### config.mk
export PLATFORM = sky130hd
export DESIGN_NAME = controle_somador_serial
export DESIGN_NICKNAME = d
export VERILOG_FILES = /design/src/rtl/ula_pkg.sv /design/src/rtl/arbitro_rr2.sv /design/src/rtl/controle_somador_serial.sv
export SDC_FILE = /design/constraint.sdc
export NUM_CORES = 1
export LEC_CHECK = 0
export ABC_CLOCK_PERIOD_IN_PS = 3800
export BUFFER_PORTS_ARGS = -buffer_cell sky130_fd_sc_hd__buf_2
export CORE_UTILIZATION = 55
export CTS_BUF_LIST = sky130_fd_sc_hd__clkbuf_8
export CTS_CLUSTER_DIAMETER = 120
export DETAILED_ROUTE_END_ITERATION = 12
export PLACE_DENSITY = 0.87
export SLEW_MARGIN = 20
export SYNTH_ARGS = -nofsm -noshare
export SYNTH_HDL_FRONTEND = slang
export SYNTH_SLANG_ARGS = --single-unit
### constraint.sdc
create_clock -name clk -period 3.8 [get_ports clk]
set_clock_uncertainty 0.2 [all_clocks]
set_input_delay 0.19 -clock clk [delete_from_list [all_inputs] [get_ports clk]]
set_output_delay 0.19 -clock clk [all_outputs]
set_load 0.02 [all_outputs]
### src/rtl/ula_pkg.sv
// Shared encodings for the ULA serial arithmetic path: controller state and requester IDs.
package ula_pkg;

  typedef enum logic [1:0] {
    IDLE = 2'd0,
    CALC = 2'd1,
    DONE = 2'd2
  } state_t;

  localparam logic REQ0 = 1'b0;
  localparam logic REQ1 = 1'b1;

endpackage

### src/rtl/arbitro_rr2.sv
// Two-way round-robin arbiter. Grant is combinational; the pointer moves to the
// requester that lost, so it gets priority the next time both compete.
module arbitro_rr2 (
  input  logic       clk,
  input  logic       rst_n,
  input  logic [1:0] valid,
  input  logic       enable,
  output logic [1:0] grant
);

  logic ptr;

  always_comb begin
    grant = 2'b00;
    if (enable) begin
      if (valid == 2'b11) grant = ptr ? 2'b10 : 2'b01;
      else                grant = valid;
    end
  end

  // Every grant is an accept, because ready mirrors grant and grant implies valid.
  always_ff @(posedge clk or negedge rst_n) begin
    if (!rst_n) begin
      ptr <= 1'b0;
    end else if (enable && (|valid)) begin
      ptr <= grant[0];
    end
  end

endmodule

### src/rtl/controle_somador_serial.sv
// Bit-serial add/subtract controller sharing one external full-adder cell between
// two requesters; LSB-first over WIDTH cycles, result on a valid/ready port.
module controle_somador_serial
  import ula_pkg::*;
#(
  parameter int WIDTH = 8
) (
  input  logic             clk,
  input  logic             rst_n,
  input  logic             req0_valid,
  output logic             req0_ready,
  input  logic [WIDTH-1:0] req0_a,
  input  logic [WIDTH-1:0] req0_b,
  input  logic             req0_sub,
  input  logic             req1_valid,
  output logic             req1_ready,
  input  logic [WIDTH-1:0] req1_a,
  input  logic [WIDTH-1:0] req1_b,
  input  logic             req1_sub,
  output logic             res_valid,
  input  logic             res_ready,
  output logic [WIDTH-1:0] res_sum,
  output logic             res_cout,
  output logic             res_ovf,
  output logic             res_id,
  output logic             fa_a,
  output logic             fa_b,
  output logic             fa_cin,
  input  logic             fa_r,
  input  logic             fa_cout,
  output logic [1:0]       dbg_state
);

  // Handshakes: a transfer happens on a rising edge where valid && ready are both
  // high. Producers hold payload stable while valid && !ready; ready may depend
  // combinationally on valid (requester side) but valid never depends on ready.

  localparam int CNT_W = $clog2(WIDTH);
  localparam logic [CNT_W-1:0] LAST = CNT_W'(WIDTH - 1);

  state_t           state;
  logic [WIDTH-1:0] a_reg;
  logic [WIDTH-1:0] b_reg;
  logic [WIDTH-1:0] sum_reg;
  logic             carry;
  logic [CNT_W-1:0] cnt;
  logic [1:0]       grant;
  logic             accept;
  logic [WIDTH-1:0] op_a;
  logic [WIDTH-1:0] op_b;
  logic             op_sub;

  arbitro_rr2 u_arb (
    .clk    (clk),
    .rst_n  (rst_n),
    .valid  ({req1_valid, req0_valid}),
    .enable (state == IDLE),
    .grant  (grant)
  );

  assign req0_ready = grant[0];
  assign req1_ready = grant[1];
  assign accept     = |grant;

  always_comb begin
    op_a   = req0_a;
    op_b   = req0_b;
    op_sub = req0_sub;
    if (grant[1]) begin
      op_a   = req1_a;
      op_b   = req1_b;
      op_sub = req1_sub;
    end
  end

  // The adder cell only sees live bits while computing; it idles at zero otherwise.
  assign fa_a      = (state == CALC) && a_reg[0];
  assign fa_b      = (state == CALC) && b_reg[0];
  assign fa_cin    = (state == CALC) && carry;
  assign res_valid = (state == DONE);
  assign res_sum   = sum_reg;
  assign dbg_state = state;

  always_ff @(posedge clk or negedge rst_n) begin
    if (!rst_n) begin
      state    <= IDLE;
      a_reg    <= '0;
      b_reg    <= '0;
      sum_reg  <= '0;
      carry    <= 1'b0;
      cnt      <= '0;
      res_cout <= 1'b0;
      res_ovf  <= 1'b0;
      res_id   <= 1'b0;
    end else begin
      case (state)
        IDLE: begin
          if (accept) begin
            // Subtraction is A + ~B + 1: invert B and seed the carry with 1.
            a_reg  <= op_a;
            b_reg  <= op_b ^ {WIDTH{op_sub}};
            carry  <= op_sub;
            cnt    <= '0;
            res_id <= grant[1] ? REQ1 : REQ0;
            state  <= CALC;
          end
        end
        CALC: begin
          sum_reg <= {fa_r, sum_reg[WIDTH-1:1]};
          a_reg   <= a_reg >> 1;
          b_reg   <= b_reg >> 1;
          carry   <= fa_cout;
          cnt     <= cnt + CNT_W'(1);
          if (cnt == LAST) begin
            // carry still holds the carry into the MSB on this edge.
            res_cout <= fa_cout;
            res_ovf  <= carry ^ fa_cout;
            state    <= DONE;
          end
        end
        DONE: begin
          if (res_ready) state <= IDLE;
        end
        default: state <= IDLE;
      endcase
    end
  end

endmodule
# Word level (Yosys, flattened, before mapping)
# Cells that the tools add are included.
# word_totals
reg_bits	34
input_bits	41
# op_classes
add_sub_neg	1
eq_ne	7
n_mux	19
bitwise	2
reduce_logical	12
# op_table
cell	count
two-way mux 8 bit	4
one-hot mux 8 bit (2 select lines)	2
two-way mux 2 bit	6
bitwise XOR 8 bit	1
one-hot mux 2 bit (3 select lines)	1
one-hot mux 3 bit (2 select lines)	1
AND reduction 2 bit	3
== test 2 bit (second input constant)	2
logical AND 1 bit	4
!= test 2 x 1 -> 1 bit (second input constant)	2
OR reduction 2 bit	2
adder 3 x 1 -> 3 bit (second input constant)	1
== test 3 bit (second input constant)	1
two-way mux 1 bit	3
two-way mux 3 bit	1
AND reduction 3 bit	1
== test 2 x 1 -> 1 bit (second input constant)	1
logical NOT 2 bit	1
!= test 2 bit (second input constant)	1
one-hot mux 1 bit (2 select lines)	1
nonzero test 2 bit	1
bitwise XOR 1 bit	1

# Depth between registers and ports, before layout
# Gate-level depths: netlist of run 1.
# logic_depth
depth_word	7
depth_mapped	6

# Modules after synthesis
# Synthesis of run 1 repeated with hierarchy kept, for this count alone.
# unflattened
cells_unflattened	176
area_unflattened_um2	1980.6
# modules_own_cells
mod	instances	cells_each	area_per_inst_um2
controle_somador_serial	1	168	1919.3
arbitro_rr2	1	8	61.3

# Worst setup path after synthesis of run 1
# Ideal clock, no wire load.
# synth_path
path_type	register -> output
start	reg state[0] (netlist: dbg_state[0])
end	out fa_a
arrival_ns	1.292
required_ns	3.410
setup_slack_ns	2.118
stages_incl_launch_ff	5
n_path_buf	2
cell_sequence	dfrtp_1 -> nor2b_1 -> buf_2 -> buf_2 -> and2_1
# synth_via
elab_chain_cells	2
# synth_rtl
item	line_no	text
from (decl)	controle_somador_serial.sv:41	state_t state;
from (signal assigned)	controle_somador_serial.sv:86	state <= IDLE;
from (signal assigned)	controle_somador_serial.sv:105	state <= CALC;
from (signal assigned)	controle_somador_serial.sv:118	state <= DONE;
== test 2 x 1 -> 1 bit	controle_somador_serial.sv:77	assign fa_a = (state == CALC) && a_reg[0];
logical AND 1 bit	controle_somador_serial.sv:77	
to (decl)	controle_somador_serial.sv:26	output logic fa_a,
# Every way passes these cells.

# Final worst setup path of run 1
# Ends and elaborated chain as after synthesis.

==> out/qor.yml, run 1 <==
cts_buffer_depth: 2
first_pass_iters: 8
cts_tree: "built"
ys_ff_latch: 34
grt_pass1_wl_um: 6220
area_growth_pct: 27.4
grt_pass1_vias: 1462
yosysWarningCount: 0
ctsResizeCount: 0
fmax_mhz: 459
fp.dieW_um: 58.1
finalNetCount: 277
fin_crit_sh_pct: 57.3
yosysTopAreaCell: "dfrtp_1"
cap_violations: 0
root_buffer: "clkbuf_8"
track_usage_pct: 24.5
startpoint_type: "flop"
overflow: 0
cellPowerDensity_nw_per_um2: 736
ir_drop_mv: 0.473
ys_types: 25
fp-row-count: 19
numClockSinks: 34
tightest_slew_ns: 0.731
gp_congestion: 0.776
dieHeight_um: 58.1
relSlewSlack_pct: 51.0
switchingPower_w: 0.000645
violations: "DRC"
cp_max_fo: 16
syn_avg_cell_area_um2: 10.1
path_clk_slew_ns: 0.07
rsz0062_at_grt: "false"
setup_violations: 0
worstSetupEndpointType: "output pin"
drive_above_1_share_pct: 30.6
grt_max_degree: 35
comb_power_share_pct: 42.2
cts_buffers: 5
dieArea_um2: 3370
power_leakage_nw: 1.15
min_path_type: "in2reg"
period_minus_slack_ns: 2.18
coreArea_um2: 2880
io_buffers: 59
synth_fp_nets: 214
internal_power_w: 0.000975
netlist_top_cells_area: "dfrtp_1, mux2i_1, xor2_1"
fin_util_pct: 76.6
syn-cell-area_um2: 1730
antenna_found_initial: 0
routed_wl_um: 3750
hold_violations: 0
place_hpwl_um: 2620
ys_seq_area_share_pct: 49.2
power_frac_clock_pct: 19.0
ios: 60
ctsHoldBuffers: 6
worstPathRequired_ns: 3.41
cts_setup_buffers: 0
yosys.area.top_type_share_pct: 49.2
drt_iter0_drc: 57
crit_type: "reg2out"
diodes: 0
wire_per_inst_um: 13.5
ant_nets: 0
switching_share_pct: 39.8
drc_errors: 4
drv_slew: 0
start_util_pct: 60.1
setup_tns_ns: 0
cp.arrival_ns: 1.79
htree_levels: 2
clock_latency_ns: 0.29
vias_per_cell: 5.34
netlist_instances: 171
outcome: "finished with violations"
p_seq_share_pct: 38.8
num_vias: 1479
## cell usage after synthesis (all sizes together)
library cell  number
a21o               2
a22oi             15
and2               3
and3               2
buf                7
clkbuf             4
dfrtp             34
ha                 2
mux2               1
mux2i             17
nand2             34
nand2b             3
nand3              4
nor2               1
nor2b              2
nor3               1
o21ai             21
or2                1
xnor2              1
xor2              16
## final cells by class
cell class	count	area (um2)
repair buffers	67	370
well taps	42	52.6
clock buffers	8	110
flip-flops and latches	34	851
fillers	214	674
multi-input cells	126	818
## routing by layer
metal	vias up	wire [um]	track usage, %
met5	-	0	0
met4	0	45	6.12
met3	5	233	7.37
met2	54	1920	41.1
met1	707	1550	31.4
li1	713	-	-
## layout by cell type (no fill, tap or decap), drive strengths merged
| cell type | n |
|---|---|
| a21o | 2 |
| a22oi | 15 |
| and2 | 3 |
| and3 | 2 |
| buf | 61 |
| clkbuf | 8 |
| dfrtp | 34 |
| dlygate4sd3 | 6 |
| ha | 2 |
| mux2 | 1 |
| mux2i | 17 |
| nand2 | 34 |
| nand2b | 3 |
| nand3 | 4 |
| nor2 | 1 |
| nor2b | 2 |
| nor3 | 1 |
| o21ai | 21 |
| or2 | 1 |
| xnor2 | 1 |
| xor2 | 16 |
## worst max-delay path, cell delays in order (launching register included)
cell	delay (ns)
dfrtp_1	0.42
nor2b_2	0.47
buf_4	0.30
and2_1	0.14
buf_2	0.15
## final timing paths
check                             startpoint    endpoint  slack (ns)  cells past startpoint
worst max-delay path            dbg_state[0]        fa_a        1.62                      4
worst min-delay path               req1_a[4]    a_reg[4]        0.01                      3
worst max register to register     u_arb.ptr    a_reg[6]        1.79                      5
worst min register to register    res_sum[0]  res_sum[0]        0.28                      2
max in group asynchronous              rst_n   u_arb.ptr        2.63                      2
min in group asynchronous              rst_n    b_reg[6]        0.31                      2
## logic make-up (layout without fill, tap and decap cells)
group	count (synthesis)	in the layout	share of synthesized area, %
simple gates	51	51	13.2
buf+inv	11	75	3.55
mux	18	18	10.5
xor+xnor	17	17	8.62
compound gates	38	38	13.5
flops	34	34	49.2
fa+ha+maj	2	2	1.45
## metrics by stage
stage / std cells / setup WS [ns] / hold WS (ns) / area (um2) / total power [W]
after global placement: 263 / 1.99 / 0.0835 / 2030 / 0.00128
final: 277 / 1.62 / 0.0118 / 2200 / 0.00162
after CTS: 277 / 1.61 / 0.00939 / 2200 / 0.00163
after floorplan: 171 / 2.12 / -0.306 / 1730 / 0.00111
after detailed placement: 263 / 1.94 / 0.0922 / 2030 / 0.00131
after global routing: 277 / 1.48 / 0.0103 / 2200 / 0.00174
## power by group through the flow
| stage | clock (W) | sequential (W) | combinational (W) |
|---|---|---|---|
| 2_1_floorplan | 0 | 0.000685 | 0.000424 |
| 3_3_place_gp | 0 | 0.000622 | 0.000662 |
| 3_5_place_dp | 0 | 0.000628 | 0.000684 |
| 5_1_grt | 0.000329 | 0.000647 | 0.000767 |
| 4_1_cts | 0.000311 | 0.000625 | 0.000692 |
| 6_report | 0.000308 | 0.000628 | 0.000684 |
No activity file was read; power rests on OpenSTA's default activity.
==> run 2: changes to the inputs <==
ABC_AREA = 1   (was unset)
ABC_CLOCK_PERIOD_IN_PS = 1800   (was 3800)
CORE_UTILIZATION = 48   (was 55)
PLACE_DENSITY = 0.78   (was 0.87)
clock period = 1.8 ns   (was 3.8 ns; I/O delays follow)
==> out/qor.yml, run 2 <==
netlist_top_cells_area: "dfrtp_1, nand2_1, inv_1"
fp.dieW_um: 65.9
dp.cells: 376
synthArstFlopShare_pct: 100
fillers: 300
dieArea_um2: 4340
synth_fp_nets: 315
overflow: 0
yosys.area.top_type_share_pct: 43.4
instances_no_fill: 407
vias_per_cell: 5.02
setup_violations: 0
fin_util_pct: 71.7
track_usage_pct: 24.0
place_hpwl_um: 3220
fmax_mhz: 576
drc_errors: 0
power_leakage_nw: 1.49
antenna_found_initial: 0
startpoint_type: "flop"
gp_congestion: 0.828
final_cell_mix: "nand2_1, buf_2, inv_1"
fin_crit_sh_pct: 96.5
synth_ff_type: "dfrtp_1"
hold_violations: 0
ios: 60
period_minus_slack_ns: 1.74
crit_type: "reg2out"
grt_max_degree: 35
syn_avg_cell_area_um2: 7.21
setup_tns_ns: 0
root_buffer: "clkbuf_8"
routed_wl_um: 5020
path_clk_slew_ns: 0.07
ir_drop_mv: 0.968
clock_latency_ns: 0.28
cts_tree: "built"
start_util_pct: 51.6
area_growth_pct: 38.9
wire_per_inst_um: 12.3
relSlewSlack_pct: 70.8
tightest_slew_ns: 0.437
yosysMostFrequentCell: "nand2_1"
cp_max_fo: 16
numClockSinks: 34
htree_levels: 2
final_common_cell: "nand2_1"
synth_edf_count: 0
ys_types: 25
synth_common_cells: "nand2_1, inv_1, dfrtp_1, nor2_1, nand4_1"
syn-cell-area_um2: 1960
cts_buffer_depth: 2
drv_slew: 0
cts_buffers: 5
cellPowerDensity_nw_per_um2: 1650
first_pass_iters: 5
min_path_type: "in2reg"
finalNetCount: 401
worstSetupEndpointType: "output pin"
netlist_instances: 272
drive_above_1_share_pct: 24.2
outcome: "finished, final reports clean"
cap_violations: 0
grt_pass1_wl_um: 7880
grt_pass1_vias: 1838
yosysTopAreaCell: "dfrtp_1"
ant_nets: 0
coreArea_um2: 3800
num_vias: 2045
multiInputGateArea_um2: 895
fp-row-count: 22
ys_ff_latch: 34
cts_setup_buffers: 0
ys_seq_area_share_pct: 43.4
worstPathRequired_ns: 1.51
power_w: 0.00449
rsz0062_at_grt: "true"
io_buffers: 59
ff_latch_area_um2: 851
hold_ws_ns: 0.00621
yosysWarningCount: 0
cp.arrival_ns: 1.45
drt_iter0_drc: 117
dieHeight_um: 65.9
diodes: 0
run 2: changes by cell type after synthesis, moves of 9 or more:
cell / delta
inv_1: +37
xor2_1: -16
nand2_1: +51
mux2i_1: -17
nor2_1: +22
a22oi_1: -15
nand4_1: +14
o22ai_1: +9
run 2: cell type report:
type | count | share of cell area [%]
Inverter | 39 | 5.56
Tap cell | 48 | 2.20
Multi-Input combinational cell | 184 | 32.8
Timing Repair Buffer | 94 | 23.1
Sequential cell | 34 | 31.2
Clock buffer | 5 | 2.53
Clock inverter | 3 | 2.53
run 2: where the power goes:
part / leakage, nW / total (W) / internal, W / switching (W)
logic: 0.998 / 0.00232 / 0.000894 / 0.00143
clock network: 0.0683 / 0.000841 / 0.000555 / 0.000286
registers: 0.419 / 0.00133 / 0.00114 / 0.000184
run 2: cell families (layout without fill, tap and decap cells):
group                    Yosys count  count (layout)  share of synthesized area [%]
adder cells (fa/ha/maj)            2               2                           1.28
AO/OA/AOI/OAI                     45              45                           14.0
flip-flops                        34              34                           43.4
XOR/XNOR                           1               1                          0.447
buffers and inverters             54             141                           11.6
AND/OR/NAND/NOR                  136             136                           29.3
run 2: final timing paths:
path                               from         end  slack, ns  depth (start not counted)
max                        dbg_state[0]      fa_cin       0.06                          5
min reg2reg                    res_cout    res_cout       0.29                          2
min                           req0_b[6]    b_reg[6]      0.006                          6
max in group asynchronous         rst_n  res_sum[6]       0.92                          3
min in group asynchronous         rst_n    a_reg[6]       0.16                          3
max reg2reg                dbg_state[1]    a_reg[3]       0.10                          7
run 2: metrics by stage:
stage	instance area [um2]	setup WS, ns
3_5_place_dp	2320	0.0419
5_1_grt	2720	-0.0176
2_1_floorplan	1960	0.0405
4_1_cts	2710	0.0151
6_report	2720	0.0634
3_3_place_gp	2320	0.109
run 2: critical path, stage by stage (launching register included):
cell	delay [ns]
dfrtp_1	0.41
buf_4	0.16
nand2_1	0.13
buf_4	0.25
nor2_1	0.06
buf_2	0.16
run 2: layer usage:
layer,up-vias,track usage (%),share of wire (%)
li1,1044,-,-
met4,0,9.24,1.4
met5,-,0,0
met1,942,28.7,45
met2,53,42.6,50
met3,6,3.79,3.6
run 2: timing repair:
item | CTS | global route
setup endpoints to repair | 1 | 13
hold buffers | 23 | 0
resized for setup | 3 | 6
pin swaps | 0 | 1
gates cloned | 0 | 0
hold endpoints to repair | 51 | 0
==> run 3: changes to the inputs <==
CORE_UTILIZATION = 40   (was 48)
PLACE_DENSITY = 0.67   (was 0.78)
==> out/qor.yml, run 3 (same netlist as run 2, synthesis figures left out) <==
drt_iter0_drc: 164
path_clk_slew_ns: 0.07
fp.dieW_um: 72.0
grt_pass1_vias: 1875
diodes: 0
cp.arrival_ns: 1.47
startpoint: "dbg_state[0]"
cap_violations: 0
start_util_pct: 41.5
worstSetupEndpointType: "output pin"
rsz0062_at_grt: "true"
worstPathRequired_ns: 1.51
grt_max_degree: 35
cts_buffers: 5
grt_pass1_wl_um: 8480
dieHeight_um: 72.0
dieArea_um2: 5190
fin_area_um2: 2810
finalNetCount: 403
dp_slack_ns: 0.114
coreArea_um2: 4720
first_pass_iters: 4
num_vias: 2029
cellPowerDensity_nw_per_um2: 1630
io_buffers: 59
fmax_mhz: 567
ios: 60
fin_crit_sh_pct: 97.9
tightest_slew_ns: 0.744
final_common_cell: "nand2_1"
cts_tree: "built"
outcome: "finished, final reports clean"
power_w: 0.00458
endpoint: "req1_ready"
startpoint_type: "flop"
drive_above_1_share_pct: 24.7
cp_max_fo: 15
crit_type: "reg2out"
hold_violations: 0
vias_per_cell: 4.74
area_growth_pct: 43.2
power_leakage_nw: 1.51
setup_tns_ns: 0
drc_errors: 0
routed_wl_um: 5000
relSlewSlack_pct: 50.4
wire_per_inst_um: 11.7
ant_nets: 0
fin_util_pct: 59.4
dpl_cell_area_um2: 2350
drv_slew: 0
fillers: 421
clock_latency_ns: 0.29
gp_congestion: 0.797
place_hpwl_um: 3230
rr_startpoint: "dbg_state[0]"
period_minus_slack_ns: 1.76
setup_violations: 0
cts_buffer_depth: 2
final_cell_mix: "nand2_1, buf_2, inv_1"
htree_levels: 2
hp-start: "req0_b[2]"
layout_setup_ws_ns: 0.0379
track_usage_pct: 21.0
rr_worst_depth: 6
numClockSinks: 34
rrSetupSlack_ns: 0.13
ir_drop_mv: 0.650
r2r-end: "a_reg[6]"
min_path_type: "in2reg"
antenna_found_initial: 0
overflow: 0
root_buffer: "clkbuf_8"
fp-row-count: 25
==> run 3: how the worst min path moves through the flow <==
| stage | slack (ns) | cells past startpoint | end |
|---|---|---|---|
| after floorplan | -0.41 | 0 | a_reg[0] |
| after global placement | 0.004 | 1 | a_reg[2] |
| after detailed placement | -0.001 | 1 | a_reg[3] |
| after CTS | 0.01 | 7 | b_reg[4] |
| after global routing | 0.02 | 4 | u_arb.ptr |
| final | 0.02 | 7 | b_reg[2] |
==> run 3: what timing repair did <==
item | CTS | global route
pin swaps | 0 | 1
endpoints found under the setup margin | 1 | 4
setup buffers | 0 | 2
hold endpoints to repair | 51 | 0
hold buffers | 25 | 0
gates resized for setup | 4 | 11
==> run 3: final cells by class <==
type	count	area (um2)	share of cell area [%]
Multi-Input combinational cell	184	898	32.0
Sequential cell	34	852	30.3
Clock buffer	6	82.6	2.94
Clock inverter	2	60.1	2.14
Tap cell	67	83.8	2.99
Timing Repair Buffer	96	676	24.1
Inverter	39	155	5.53
==> run 3: per-stage QoR <==
stage / cells / hold WS (ns)
6_report: 428 / 0.0188
5_1_grt: 428 / 0.0164
4_1_cts: 426 / 0.0132
3_5_place_dp: 393 / -0.00125
3_3_place_gp: 393 / 0.00357
2_1_floorplan: 272 / -0.406
==> run 3: routing by layer <==
layer	vias to the layer above	share of wire [%]	wire, um	GRT usage, %
met2	77	44	2180	32.7
met1	893	48	2380	27.6
li1	1045	-	-	-
met3	14	5.7	287	5.14
met5	-	0	0	0
met4	0	3.0	150	10.2
==> run 3: report_power, final <==
part | total, W | internal (W) | switching, W | leakage, nW
clock network | 0.000871 | 0.000591 | 0.000280 | 0.0714
logic | 0.00239 | 0.000976 | 0.00141 | 1.02
registers | 0.00132 | 0.00114 | 0.000181 | 0.418
total | 0.00458 | 0.00271 | 0.00187 | 1.51
==> run 3: worst max-delay path, stage by stage, from the launching register on <==
cell and delay [ns]:
dfrtp_2 0.45, nor2_4 0.20, nand3_4 0.12, buf_12 0.17
inv_6 0.10, buf_4 0.15
